### config.mk
export PLATFORM = sky130hd
export DESIGN_NAME = vc_arbiter_fsm
export DESIGN_NICKNAME = d
export VERILOG_FILES = /design/src/rtl/vc_ctrl_pkg.sv /design/src/rtl/vc_wrr_sel.sv /design/src/rtl/vc_arbiter_fsm.sv
export SDC_FILE = /design/constraint.sdc
export NUM_CORES = 1
export LEC_CHECK = 0
export BUFFER_PORTS_ARGS = -buffer_cell sky130_fd_sc_hd__buf_2
export CAP_MARGIN = 40
export CORE_MARGIN = 4
export CORE_UTILIZATION = 47
export DETAILED_ROUTE_END_ITERATION = 8
export HOLD_SLACK_MARGIN = 0.1
export PLACE_DENSITY = 0.85
export SKIP_LAST_GASP = 1
export SYNTH_ARGS = -nofsm -noshare
export SYNTH_HDL_FRONTEND = slang
export SYNTH_SLANG_ARGS = --single-unit
### constraint.sdc
create_clock -name clk -period 2.2 [get_ports clk]
set_input_delay 0.22 -clock clk [delete_from_list [all_inputs] [get_ports clk]]
set_output_delay 0.22 -clock clk [all_outputs]
set_load 0.02 [all_outputs]
### src/rtl/vc_ctrl_pkg.sv
// vc_ctrl_pkg: state encoding and shared constants for the VC arbiter
package vc_ctrl_pkg;
  typedef enum logic [2:0] {
    ST_RESET  = 3'd0,
    ST_INIT   = 3'd1,
    ST_IDLE   = 3'd2,
    ST_ACTIVE = 3'd3,
    ST_ERROR  = 3'd4
  } vc_state_e;
  localparam int WEIGHT_DEF = 4;
  localparam int PIPE_DEPTH = 2;
endpackage

### src/rtl/vc_wrr_sel.sv
// vc_wrr_sel: weighted-priority VC0/VC1 pop selector; VC0 wins up to WEIGHT times in a row while VC1 waits
module vc_wrr_sel
  import vc_ctrl_pkg::*;
#(
  parameter int WEIGHT = WEIGHT_DEF
) (
  input  logic       clk,
  input  logic       reset_L,
  input  logic       en,
  input  logic       vc0_empty,
  input  logic       vc1_empty,
  output logic [1:0] pop
);
  localparam logic [3:0] W = 4'(WEIGHT);
  logic [3:0] cnt_q, cnt_d;
  logic pick0;
  always_comb begin
    pick0 = !vc0_empty && (vc1_empty || cnt_q < W);
    pop = en ? {!pick0 && !vc1_empty, pick0} : 2'b00;
    cnt_d = (vc1_empty || pop[1]) ? 4'd0 : pop[0] ? cnt_q + 4'd1 : cnt_q;
  end
  always_ff @(posedge clk) cnt_q <= !reset_L ? 4'd0 : cnt_d;
endmodule

### src/rtl/vc_arbiter_fsm.sv
// vc_arbiter_fsm: init/threshold FSM with weighted two-VC read arbiter and registered merged output stream
module vc_arbiter_fsm
  import vc_ctrl_pkg::*;
#(
  parameter int BW     = 6,
  parameter int LEN16  = 16,
  parameter int WEIGHT = WEIGHT_DEF
) (
  input  logic             clk,
  input  logic             reset_L,
  input  logic             init,
  input  logic [LEN16-1:0] umbral_low_in,
  input  logic [LEN16-1:0] umbral_high_in,
  input  logic             VC0_empty,
  input  logic             VC1_empty,
  input  logic             VC0_error_output,
  input  logic             VC1_error_output,
  input  logic [BW-1:0]    VC0_data_out,
  input  logic [BW-1:0]    VC1_data_out,
  input  logic             pause,
  output logic             VC0_rd,
  output logic             VC1_rd,
  output logic [LEN16-1:0] UmbralV0_LOW_cond,
  output logic [LEN16-1:0] UmbralV0_HIGH_cond,
  output logic [LEN16-1:0] UmbralV1_LOW_cond,
  output logic [LEN16-1:0] UmbralV1_HIGH_cond,
  output logic [BW-1:0]    data_out,
  output logic             valid_out,
  output logic [2:0]       state,
  output logic             error_out
);
  vc_state_e state_q, state_d;
  logic [LEN16-1:0] low_q, low_d, high_q, high_d;
  logic [BW-1:0] dat_q, dat_d;
  logic rd0_q, rd1_q, p1_vld_q, p1_sel_q, vld_q, vld_d, err, en;
  logic [1:0] pop;
  logic [PIPE_DEPTH-1:0] pend;
  assign err = VC0_error_output | VC1_error_output;
  assign pend = {p1_vld_q, rd0_q | rd1_q};
  always_comb begin
    state_d = (err || state_q == ST_ERROR) ? ST_ERROR :
              state_q == ST_RESET ? ST_INIT :
              state_q == ST_INIT ? (init ? ST_INIT : ST_IDLE) :
              state_q == ST_IDLE ? ((!VC0_empty || !VC1_empty) ? ST_ACTIVE : init ? ST_INIT : ST_IDLE) :
              (VC0_empty && VC1_empty && !(|pend)) ? ST_IDLE : init ? ST_INIT : ST_ACTIVE;
    low_d = state_q == ST_INIT ? umbral_low_in : low_q;
    high_d = state_q == ST_INIT ? umbral_high_in : high_q;
    en = state_d == ST_ACTIVE && !pause;
    vld_d = p1_vld_q && state_d != ST_ERROR;
    dat_d = vld_d ? (p1_sel_q ? VC1_data_out : VC0_data_out) : dat_q;
  end
  vc_wrr_sel #(.WEIGHT(WEIGHT)) u_sel (
    .clk       (clk),
    .reset_L   (reset_L),
    .en        (en),
    .vc0_empty (VC0_empty),
    .vc1_empty (VC1_empty),
    .pop       (pop)
  );
  always_ff @(posedge clk) begin
    if (!reset_L) begin
      state_q  <= ST_RESET;
      low_q    <= '0;
      high_q   <= '0;
      rd0_q    <= 1'b0;
      rd1_q    <= 1'b0;
      p1_vld_q <= 1'b0;
      p1_sel_q <= 1'b0;
      vld_q    <= 1'b0;
      dat_q    <= '0;
    end else begin
      state_q  <= state_d;
      low_q    <= low_d;
      high_q   <= high_d;
      rd0_q    <= pop[0];
      rd1_q    <= pop[1];
      p1_vld_q <= rd0_q | rd1_q;
      p1_sel_q <= rd1_q;
      vld_q    <= vld_d;
      dat_q    <= dat_d;
    end
  end
  assign VC0_rd = rd0_q;
  assign VC1_rd = rd1_q;
  assign UmbralV0_LOW_cond = low_q;
  assign UmbralV0_HIGH_cond = high_q;
  assign UmbralV1_LOW_cond = low_q;
  assign UmbralV1_HIGH_cond = high_q;
  assign data_out = dat_q;
  assign valid_out = vld_q;
  assign state = state_q;
  assign error_out = state_q == ST_ERROR;
endmodule

---- After elaboration in Yosys (flattened, before gate mapping) ----
Cells that the tools add are included.
Widths: inputs -> output; s select.
storage, ports and cells
  logic and storage cells ................. 48
  register bits after elaboration ......... 50
  input bits .............................. 52
  output and inout port bits .............. 77
cells by class
  bitwise operators ....................... 3
  reduce and logical (&&, ||, !) cells .... 18
  muxes and demuxes ....................... 10
  equality and inequality tests ........... 5
  $add $sub $neg .......................... 1
  order comparisons ....................... 1
operators by type and width
  cell                 number
  $mux 2               8
  $eq 3x2->1 const B   2
  $logic_and 1x1->1    6
  $mux 6               1
  $logic_not 1->1      5
  $add 4x1->4 const B  1
  $logic_or 1x1->1     4
  $lt 4x3->1 const B   1
  $reduce_or 2->1      2
  $eq 3x1->1 const B   1
  $eq 3x3->1 const B   1
  $logic_not 3->1      1
  $mux 3               1
  $ne 3x3->1 const B   1
  $or 1x1->1           2
  $not 1->1            1

---- Depth between registers and ports, before layout ----
Gate-level depths: netlist of run 1.
  word-level depth ........................ 14
  depth in mapped cells ................... 6
  depth with buffers taken out ............ 5

---- Modules after synthesis ----
From an unflattened synthesis of run 1, not the netlist that was laid out.
unflattened totals
  cells, all modules ...................... 259
  area total of the unflattened synthesis .. 2255.9 um^2
modules (own cells, without submodules)
  module          instances  cells each  area an instance (um^2)  sequential area each (um^2)
  vc_arbiter_fsm  1          238         2053.2                   920.9
  vc_wrr_sel      1          21          202.7                    80.1

---- Worst setup path after synthesis of run 1 ----
No wires, ideal clock.
  path type ............................... flip-flop to flip-flop
  start point ............................. reg state_q[2] (netlist: state[2])
  end point ............................... reg dat_q[0] (netlist: data_out[0])
  data required time ...................... 2.084 ns
  setup time .............................. 0.116 ns
  period minus slack after synthesis ...... 1.737 ns
  buffers on the path ..................... 1
  path slack .............................. 0.463 ns
  arrival time ............................ 1.621 ns
  cell stages (with the launch flop) ...... 6
  cell sequence ........................... dfxtp_1 -> nor3b_2 -> nor3_2 -> and2_1 -> buf_2 -> o211a_1
on the way
  elaborated cells on any way between the ends .. 11
  those cells by class .................... 4 x eq/ne; 4 x mux; 3 x reduce/logical
RTL lines
  item                    line                  source
  start, declared         vc_arbiter_fsm.sv:32  vc_state_e state_q, state_d;
  start signal, assigned  vc_arbiter_fsm.sv:72  state_q <= state_d;
  $eq 3x3->1              n/a
  named net error_out     vc_arbiter_fsm.sv:30  output logic error_out
  $logic_or 1x1->1        vc_arbiter_fsm.sv:41  state_d = (err || state_q == ST_ERROR) ? ST_ERROR :
  $mux 3                  vc_arbiter_fsm.sv:41
  $ne 3x3->1              vc_arbiter_fsm.sv:49  vld_d = p1_vld_q && state_d != ST_ERROR;
  $logic_and 1x1->1       vc_arbiter_fsm.sv:49
  end signal, assigned    vc_arbiter_fsm.sv:80  dat_q <= dat_d;
  end, declared           vc_arbiter_fsm.sv:34  logic [BW-1:0] dat_q, dat_d;
The timed path passes the listed nets, and every way through them passes these cells.
A chain may end at the register's enable or synchronous reset.

---- Worst setup path in the final report of run 1 ----
  start point ............................. reg state_q[1] (netlist: state[1])
  end point ............................... reg u_sel.cnt_q[3]
on the way
  longest elaborated chain between the ends .. 10
  elaborated cells on any way between the ends .. 14
  those cells by class .................... 4 x eq/ne; 5 x mux; 5 x reduce/logical
ends and longest elaborated chain
  item                       line                  source
  $eq 3x2->1                 vc_arbiter_fsm.sv:44  state_q == ST_IDLE ? ((!VC0_empty || !VC1_empty) ? ST_ACTIVE : init ? ST_INIT : ST_IDLE) :
  $mux 2                     vc_arbiter_fsm.sv:44
  $mux 2                     vc_arbiter_fsm.sv:43  state_q == ST_INIT ? (init ? ST_INIT : ST_IDLE) :
  $mux 2                     vc_arbiter_fsm.sv:42  state_q == ST_RESET ? ST_INIT :
  $mux 3 *                   vc_arbiter_fsm.sv:41
  $eq 3x2->1 *               vc_arbiter_fsm.sv:48  en = state_d == ST_ACTIVE && !pause;
  $logic_and 1x1->1 *        vc_arbiter_fsm.sv:48
  $mux 2 *                   vc_wrr_sel.sv:19      pop = en ? {!pick0 && !vc1_empty, pick0} : 2'b00;
  $logic_or 1x1->1           vc_wrr_sel.sv:20      cnt_d = (vc1_empty || pop[1]) ? 4'd0 : pop[0] ? cnt_q + 4'd1 : cnt_q;
  $reduce_or 2->1 (no line)  n/a
  end signal, assigned       vc_wrr_sel.sv:22      always_ff @(posedge clk) cnt_q <= !reset_L ? 4'd0 : cnt_d;
  end, declared              vc_wrr_sel.sv:15      logic [3:0] cnt_q, cnt_d;
Every way passes the cells marked *; elsewhere a longest branch is shown, timed or not.

==> results of run 1 <==
[cells in the final DEF, fill, tap and decap left out, drive strengths merged, types with 2 or more instances in the layout]
master  count
a31oi       2
nor2        7
a21boi     32
nand2      75
clkbuf      6
nor2b       2
nor3        5
o211a       7
buf       131
and2        3
mux2i       9
nand3       3
nor3b       2
dfxtp      50
[flip-flops by register name, summed over array words and instances, names as in the netlist]
name                flops
data_out                6
UmbralV0_LOW_cond      16
UmbralV0_HIGH_cond     16
VC1_rd                  1
VC0_rd                  1
p1_vld_q                1
valid_out               1
u_sel.cnt_q             4
state                   3
p1_sel_q                1
[through the flow]
| stage | util (%) | cell area (um^2) | setup slack [ns] | power, mW |
|---|---|---|---|---|
| 3_3_place_gp | 59.6 | 2670 | 0.539 | 1.13 |
| 4_1_cts | 62.0 | 2780 | 0.500 | 1.76 |
| 3_5_place_dp | 59.6 | 2670 | 0.501 | 1.13 |
| 5_1_grt | 62.0 | 2780 | 0.361 | 1.82 |
| 6_report | 62.0 | 2780 | 0.477 | 1.74 |
| 2_1_floorplan | - | 2240 | 0.463 | 1.06 |
[cell families after synthesis]
kind of cell / after synthesis / share of synthesized area [%]
AOI/OAI and AO/OA: 46 / 15.9
muxes: 9 / 4.02
buffers and inverters: 49 / 13.9
DFF: 50 / 44.7
adders and majority gates: 1 / 0.559
and+or+nand+nor: 105 / 20.9
[path summary, 6_finish.rpt]
check / from / to / slack [ns] / cells past startpoint
max: state[1]$_SDFF_PN0_ / u_sel.cnt_q[3]$_SDFFE_PP0P_ / 0.48 / 5
min: umbral_high_in[2] / UmbralV0_HIGH_cond[2]$_SDFFE_PN0P_ / 0.15 / 3
max reg2reg: state[1]$_SDFF_PN0_ / u_sel.cnt_q[3]$_SDFFE_PP0P_ / 0.48 / 5
min reg2reg: UmbralV0_LOW_cond[12]$_SDFFE_PN0P_ / UmbralV0_LOW_cond[12]$_SDFFE_PN0P_ / 0.47 / 2
[where the power goes]
part	switching (mW)	internal [mW]	total, mW	leakage, nW
Clock	0.290	0.339	0.630	0.0514
Sequential	0.0121	0.918	0.930	0.404
Combinational	0.0982	0.0789	0.177	0.981
[cell type report]
class | instances | area (um^2) | area share [%]
Tap cell | 52 | 65.1 | 2.34
Clock buffer | 6 | 72.6 | 2.61
Clock inverter | 2 | 37.5 | 1.35
Multi-Input combinational cell | 161 | 932 | 33.6
Inverter | 1 | 3.75 | 0.135
Sequential cell | 50 | 1000 | 36.1
Timing Repair Buffer | 131 | 663 | 23.9
[worst min-delay path, cell delays in order]
cell and delay (ns):
buf_2 0.09, nand2_1 0.04, a21boi_1 0.04
[routing by layer]
layer | wire, um | up-vias
met1 | 2050 | 873
li1 | - | 1001
met3 | 398 | 11
met2 | 2550 | 79
met5 | 0 | -
met4 | 101 | 0
==> flow_summary_export.csv, run 1 <==
group,metric,value,unit
synth,ys_top_cells_by_count,"75 x nand2_1, 50 x dfxtp_1, 32 x buf_4",
finish,final_nets,403,
finish,syn_to_final_growth,24.0,%
grt,groute.usage.overall,17.2,%
placement,dp.cells,395,
critical_path,required,2.40,ns
clocking,htree_levels,2,
synth,synth_top_area_share,44.7,%
grt,grt_use_met3,4.33,%
critical_path,cp.arrival,1.92,ns
die,dieArea,5930,um^2
clocking,path_clk_slew,0.09,ns
clocking,cts_sinks,50,
synth,synth_warnings,0,
clocking,root_buffer,"clkbuf_8",
clocking,clock_latency,0.30,ns
sta,clock_skew,0.00621,ns
grt,gr-usage-met2,32.3,%
die,ios,129,
route,wl_per_cell,12.7,um
finish,drive_gt1_share,40.7,%
worst_hold_path,hp-class,"primary input to register",
critical_path,critPathSlowestCell,"dfxtp_1",
critical_path,crit_chain,"nor3_1 -> a31oi_1 -> o211ai_1 -> nand4bb_1 -> o211a_1",
grt,top_usage_layer,"met2",
route,routed_wl,5.10,mm
sta,slew_violations,0,
critical_path,critical_path.top_delay_family,"compound AO/OA/AOI/OAI gates",
sta,relSlewSlack,69.1,%
grt,gr-total-overflow,0,
clocking,cts_buffers,5,
run,drv_cap,0,
grt,grt_pass1_vias,1893,
route,drc,0,
placement,io_buffers,128,
sta,final.setup.tns,0,ns
die,die_h,77.0,um
synth,synth.most_common_cell,"nand2_1",
synth,syn_avg_cell_area,8.61,um^2
synth,synth_fp_nets,313,
synth,synth_area_leaders,"dfxtp_1 45%, nand2_1 13%, buf_4 11%, a21boi_1 10%, mux2i_1 4.0%",
sta,worst_hold_slack,0.147,ns
critical_path,critPathBufInv,0,
sta,hold_violations,0,
clocking,tritoncts,"done",
clocking,cts.path.max_buffers,2,
power,ir_drop,0.000350,V
clocking,post_cts_buffers,0,
route,drtAntennaViolNets,0,
grt,grt_pass1_wl,8.50,mm
route,viasPerCell,4.87,
clocking,cts_resized,0,
synth,postSynth.asyncResetShare,0,%
synth,ys.flop_type,"dfxtp_1",
critical_path,cp-end-kind,"register",
finish,instances_no_fill,403,
synth,synth.distinct_cells,34,
finish,nFillCells,393,
grt,antenna_found_initial,0,
placement,dp_hpwl,4.00,mm
synth,ys_ff_latch,50,
sta,rsz0062_at_grt,"no",
critical_path,path_max_fanout,9,
synth,synth_area,2240,um^2
finish,antenna_cells,0,
die,core,4470,um^2
sta,period_minus_slack,1.72,ns
grt,met1_usage,18.0,%
route,drtPass1Iterations,4,
outcome,outcome,"finished clean",
die,initial_core_util,50.0,%
sta,worstMarginPinSlew,0.462,ns
sta,timing.final.crit_share,78.3,%
placement,gp_congestion,0.744,
synth,synth_edf_count,0,
clocking,cts_hold_buf,0,
grt,grt_start_max_net_pins,33,
route,vias,1964,
sta,fmax,580,MHz
sta,setup_viol,0,
synth,synthCells,260,
die,rows,24,
power,p_per_area,626,nW/um^2
critical_path,start_kind,"register",
synth,seq_area_frac_synth,44.7,%
route,drtIter0Drc,56,
synth,yosysTopAreaCell,"dfxtp_1",
power,power_leakage,1.44,nW
critical_path,crit_type,"register to register",
critical_path,cp_slowest_stage_delay,0.50,ns
die,die_w,77.0,um
Power figures use the tool's default switching activity.
==> run 2, diff against run 1 <==
--- a/config.mk
+++ b/config.mk
@@ -8,10 +8,10 @@
 export BUFFER_PORTS_ARGS = -buffer_cell sky130_fd_sc_hd__buf_2
 export CAP_MARGIN = 40
 export CORE_MARGIN = 4
-export CORE_UTILIZATION = 47
+export CORE_UTILIZATION = 39
 export DETAILED_ROUTE_END_ITERATION = 8
 export HOLD_SLACK_MARGIN = 0.1
-export PLACE_DENSITY = 0.85
+export PLACE_DENSITY = 0.75
 export SKIP_LAST_GASP = 1
 export SYNTH_ARGS = -nofsm -noshare
 export SYNTH_HDL_FRONTEND = slang
==> constraint.sdc (replaced) <==
create_clock -name clk -period 1.55 [get_ports clk]
set_input_delay 0.155 -clock clk [delete_from_list [all_inputs] [get_ports clk]]
set_output_delay 0.155 -clock clk [all_outputs]
set_load 0.02 [all_outputs]
==> flow_summary_export.csv, run 2 (synthesis results as in run 1) <==
group,metric,value,unit
outcome,outcome,"finished clean",
finish,mostFrequentLayoutCell,"buf_2",
die,core,5540,um^2
power,comb_power_share,11.8,%
finish,antenna_cells,0,
sta,fmax,670,MHz
grt,grt_pass1_wl,9.46,mm
sta,timing.final.crit_share,96.2,%
route,drc,0,
grt,met1_usage,18.6,%
power,power_leakage,1.62,nW
route,drtIter0Drc,39,
worst_hold_path,holdPathStages,3,
critical_path,crit_chain,"nor3_4 -> a31oi_1 -> o211ai_1 -> nand4bb_1 -> buf_6 -> mux2i_1",
placement,gp_congestion,0.755,
sta,period_minus_slack,1.49,ns
critical_path,cp.arrival,1.72,ns
route,wl_per_cell,12.6,um
power,p_per_area,850,nW/um^2
power,clkPwrFrac,40.0,%
route,drtPass1Iterations,5,
critical_path,crit_cells,6,
clocking,htree_levels,2,
power,report.power.total,2.74,mW
route,routed_wl,5.78,mm
clocking,clock_latency,0.29,ns
die,ios,129,
die,rows,27,
clocking,root_buffer,"clkbuf_8",
power,ir_drop,0.000502,V
die,dieArea,7020,um^2
placement,io_buffers,128,
critical_path,critPathSlowestCell,"dfxtp_2",
grt,top_usage_layer,"met2",
clocking,cts.path.max_buffers,2,
clocking,post_cts_buffers,0,
route,drtAntennaViolNets,0,
sta,setup_viol,0,
die,initial_core_util,40.4,%
die,die_w,83.8,um
grt,groute.usage.overall,16.1,%
grt,grt_use_met3,3.65,%
grt,gr-usage-met2,28.9,%
sta,hold_violations,0,
placement,dp_hpwl,4.00,mm
finish,most-common-layout-cells,"128 x buf_2, 75 x nand2_1, 44 x dfxtp_1, 31 x dlygate4sd3_1, 30 x a21boi_1",
route,vias,2104,
critical_path,cp-end-kind,"register",
sta,relSlewSlack,66.8,%
critical_path,critPathBufInv,1,
critical_path,reg2reg_depth,6,
clocking,path_clk_slew,0.09,ns
sta,worst_hold_slack,0.123,ns
finish,drive_gt1_share,40.1,%
clocking,cts_buffers,5,
sta,slew_violations,0,
finish,syn_to_final_growth,44.2,%
clocking,tritoncts,"done",
sta,worstMarginPinSlew,0.497,ns
worst_hold_path,hp-class,"primary input to register",
power,p_int,2.16,mW
critical_path,start_kind,"register",
grt,grt_pass1_vias,2063,
die,die_h,83.8,um
route,viasPerCell,4.58,
run,drv_cap,0,
critical_path,path_max_fanout,5,
grt,grt_start_max_net_pins,28,
sta,rsz0062_at_grt,"yes",
grt,antenna_found_initial,0,
critical_path,crit_type,"register to register",
power,power_frac_seq,48.1,%
clocking,cts_sinks,50,
critical_path,required,1.78,ns
critical_path,critical_path.top_delay_family,"simple AND/OR/NAND/NOR gates",
grt,gr-total-overflow,0,
power,netSwitchingPower,0.583,mW
power,sw_frac_of_total,21.3,%
sta,clock_skew,0.00718,ns
finish,final_nets,439,
critical_path,cp_slowest_stage_delay,0.35,ns
-- run 2: cell count changes in the layout (fill, tap and decap cells not counted), moves of 2 or more --
cell / previous run / this run
dfxtp_4: 0 / 2
nor3_4: 0 / 2
nor3_2: 3 / 1
buf_4: 3 / 6
dfxtp_2: 0 / 4
dlygate4sd3_1: 0 / 31
dfxtp_1: 50 / 44
-- run 2: final timing paths --
| path | startpoint | to | slack, ns |
|---|---|---|---|
| setup reg to reg | p1_vld_q$_SDFF_PN0_ | u_sel.cnt_q[0]$_SDFFE_PP0P_ | 0.06 |
| hold reg to reg | UmbralV0_HIGH_cond[3]$_SDFFE_PN0P_ | UmbralV0_HIGH_cond[3]$_SDFFE_PN0P_ | 0.47 |
| hold / removal | umbral_low_in[6] | UmbralV0_LOW_cond[6]$_SDFFE_PN0P_ | 0.12 |
| setup / recovery | p1_vld_q$_SDFF_PN0_ | u_sel.cnt_q[0]$_SDFFE_PP0P_ | 0.06 |
-- run 2: area by class of cell --
cell class	instances	area, um^2
sequential	50	1010
fill	499	2310
clock inverter	2	60.1
timing repair buffer	167	1030
multi-input combinational	161	951
tap	72	90.1
clock buffer	6	82.6
inverter	1	3.75
-- run 2: worst reg2reg max path, delay by kind of cell, from the launching register on --
kind,cells,cell delay [ns]
multiplexers,1,0.18
AND/OR/NAND/NOR,2,0.42
AO/OA/AOI/OAI,2,0.34
buffers and inverters,1,0.14
flip-flops,1,0.35
-- run 2: per-stage QoR --
step	setup WS, ns	utilization [%]	instance area (um^2)	instances	setup TNS, ns
6_report	0.0584	58.3	3230	459	0
2_1_floorplan	0.0175	-	2250	260	0
4_1_cts	0.00969	57.8	3200	459	0
3_3_place_gp	0.0866	49.6	2750	420	0
3_5_place_dp	0.0387	49.6	2750	420	0
5_1_grt	-0.0474	58.3	3230	459	-0.0908
-- run 2: power by group through the flow --
stage / sequential [mW] / clock [mW] / combinational, mW
2_1_floorplan: 1.37 / 0 / 0.134
3_3_place_gp: 1.35 / 0 / 0.260
3_5_place_dp: 1.35 / 0 / 0.261
4_1_cts: 1.32 / 1.14 / 0.322
5_1_grt: 1.33 / 1.19 / 0.354
6_report: 1.32 / 1.10 / 0.324
-- run 2: per-layer routing --
layer,vias to the layer above,wire [um]
met1,955,2420
li1,1073,-
met3,4,324
met2,72,2980
met4,0,56
met5,-,0
-- run 2: what timing repair did --
item | in CTS | in global routing
resized for setup | 0 | 9
hold buffers | 31 | 0
setup endpoints to repair | 0 | 24
endpoints found under the hold margin | 31 | 0
==> run 3, diff against run 2 <==
--- a/config.mk
+++ b/config.mk
@@ -7,6 +7,7 @@
 export LEC_CHECK = 0
 export BUFFER_PORTS_ARGS = -buffer_cell sky130_fd_sc_hd__buf_2
 export CAP_MARGIN = 40
+export CORE_ASPECT_RATIO = 1.25
 export CORE_MARGIN = 4
 export CORE_UTILIZATION = 39
 export DETAILED_ROUTE_END_ITERATION = 8
==> flow_summary_export.csv, run 3 (synthesis results as in run 1) <==
group,metric,value,unit
critical_path,r2r-start,"state[1]$_SDFF_PN0_",
clocking,cts.path.max_buffers,2,
clocking,cts_sinks,50,
route,wl_per_cell,13.4,um
power,report.power.total,2.44,mW
grt,groute.usage.overall,16.5,%
grt,grt_pass1_vias,2064,
sta,worstMarginPinSlew,0.452,ns
sta,period_minus_slack,1.45,ns
die,dieArea,7020,um^2
route,drtIter0Drc,42,
sta,final.setup.tns,0,ns
sta,setup_ws,0.0998,ns
die,rows,30,
route,drtAntennaViolNets,0,
sta,relSlewSlack,69.8,%
route,drtPass1Iterations,4,
outcome,outcome,"finished clean",
placement,gp_congestion,0.820,
sta,fmax,690,MHz
finish,drive_gt1_share,39.3,%
die,initial_core_util,40.6,%
finish,antenna_cells,0,
finish,mostFrequentLayoutCell,"buf_2",
critical_path,reg2reg_depth,5,
critical_path,start_kind,"register",
critical_path,critPathSlowestCell,"dfxtp_2",
placement,io_buffers,128,
die,core,5520,um^2
sta,setup_viol,0,
critical_path,required,1.75,ns
critical_path,cp.arrival,1.65,ns
finish,fin_util,58.1,%
critical_path,crit_type,"register to register",
finish,final_nets,439,
finish,nFillCells,474,
placement,dp.cells,411,
placement,dp_hpwl,3.94,mm
run,drv_cap,0,
critical_path,crit_chain,"nor3_1 -> a31oi_1 -> o211ai_1 -> nand4bb_4 -> o211a_1",
critical_path,cp-end-kind,"register",
sta,clock_skew,0.00617,ns
critical_path,reg2reg_to,"u_sel.cnt_q[3]$_SDFFE_PP0P_",
die,die_h,92.7,um
clocking,root_buffer,"clkbuf_8",
die,die_w,75.8,um
clocking,cts_buffers,5,
clocking,path_clk_slew,0.09,ns
worst_hold_path,hold_start,"VC1_error_output",
critical_path,cp_slowest_stage_delay,0.45,ns
sta,slew_violations,0,
worst_hold_path,holdPathStages,3,
worst_hold_path,worstHoldEndpoint,"state[2]$_SDFF_PN0_",
route,drc,0,
clocking,clock_latency,0.29,ns
power,ir_drop,0.000402,V
grt,gr-total-overflow,0,
finish,most-common-layout-cells,"128 x buf_2, 75 x nand2_1, 47 x dfxtp_1, 32 x dlygate4sd3_1, 30 x a21boi_1",
power,power_leakage,1.61,nW
route,viasPerCell,4.74,
grt,grt_start_max_net_pins,45,
power,p_per_area,760,nW/um^2
finish,instances_no_fill,451,
clocking,htree_levels,2,
worst_hold_path,hp-class,"primary input to register",
grt,antenna_found_initial,0,
clocking,tritoncts,"done",
grt,grt_pass1_wl,9.09,mm
placement,dp_slack,-0.0137,ns
die,ios,129,
sta,timing.final.crit_share,93.6,%
route,routed_wl,6.06,mm
finish,syn_to_final_growth,43.3,%
critical_path,path_max_fanout,9,
sta,hold_violations,0,
route,vias,2138,
critical_path,r2r_slack,0.1,ns
-- run 3: how the worst max path moves through the flow --
| stage | to | from | cells past startpoint |
|---|---|---|---|
| after detailed placement | u_sel.cnt_q[3]$_SDFFE_PP0P_ | state[1]$_SDFF_PN0_ | 5 |
| after global placement | u_sel.cnt_q[3]$_SDFFE_PP0P_ | state[1]$_SDFF_PN0_ | 5 |
| after CTS | u_sel.cnt_q[3]$_SDFFE_PP0P_ | state[1]$_SDFF_PN0_ | 5 |
| after global routing | u_sel.cnt_q[0]$_SDFFE_PP0P_ | VC1_rd$_SDFF_PN0_ | 5 |
| after floorplan | UmbralV0_HIGH_cond[0]$_SDFFE_PN0P_ | state[0]$_SDFF_PN0_ | 6 |
| final | u_sel.cnt_q[3]$_SDFFE_PP0P_ | state[1]$_SDFF_PN0_ | 5 |
-- run 3: critical path, delay by kind of cell, from the launching register on --
kind,cells,cell delay [ns]
compound gates,3,0.54
simple gates,2,0.37
flops,1,0.45
-- run 3: cell type report --
cell class,count,area (um^2),area share [%]
tap,64,80.1,2.50
multi-input combinational,161,976,30.4
inverter,1,3.75,0.117
clock buffer,7,86.3,2.69
timing repair buffer,167,1050,32.8
clock inverter,1,5.00,0.156
sequential,50,1000,31.3
-- run 3: routing by layer --
metal,track usage (%),up-vias,wire length (um)
li1,-,1074,-
met1,15.8,967,2280
met2,32.1,92,3250
met3,4.78,5,487
met4,4.52,0,46
met5,0,-,0
-- run 3: what timing repair did --
item	CTS	global route
endpoints found under the setup margin	1	17
resized for setup	1	6
hold buffers	32	0
hold endpoints to repair	32	0
buffers inserted	0	0
-- run 3: stage by stage --
| step | instance area [um^2] | hold slack [ns] |
|---|---|---|
| floorplan | 2250 | 0.290 |
| global placement | 2760 | 0.395 |
| detailed placement | 2760 | 0.399 |
| CTS | 3170 | 0.131 |
| global route | 3210 | 0.184 |
| finish | 3210 | 0.159 |
-- run 3: power breakdown --
part	total (mW)	leakage [nW]	internal, mW	switching, mW
Sequential	1.32	0.405	1.30	0.0199
Clock	0.774	0.0482	0.361	0.413
Combinational	0.339	1.16	0.178	0.161
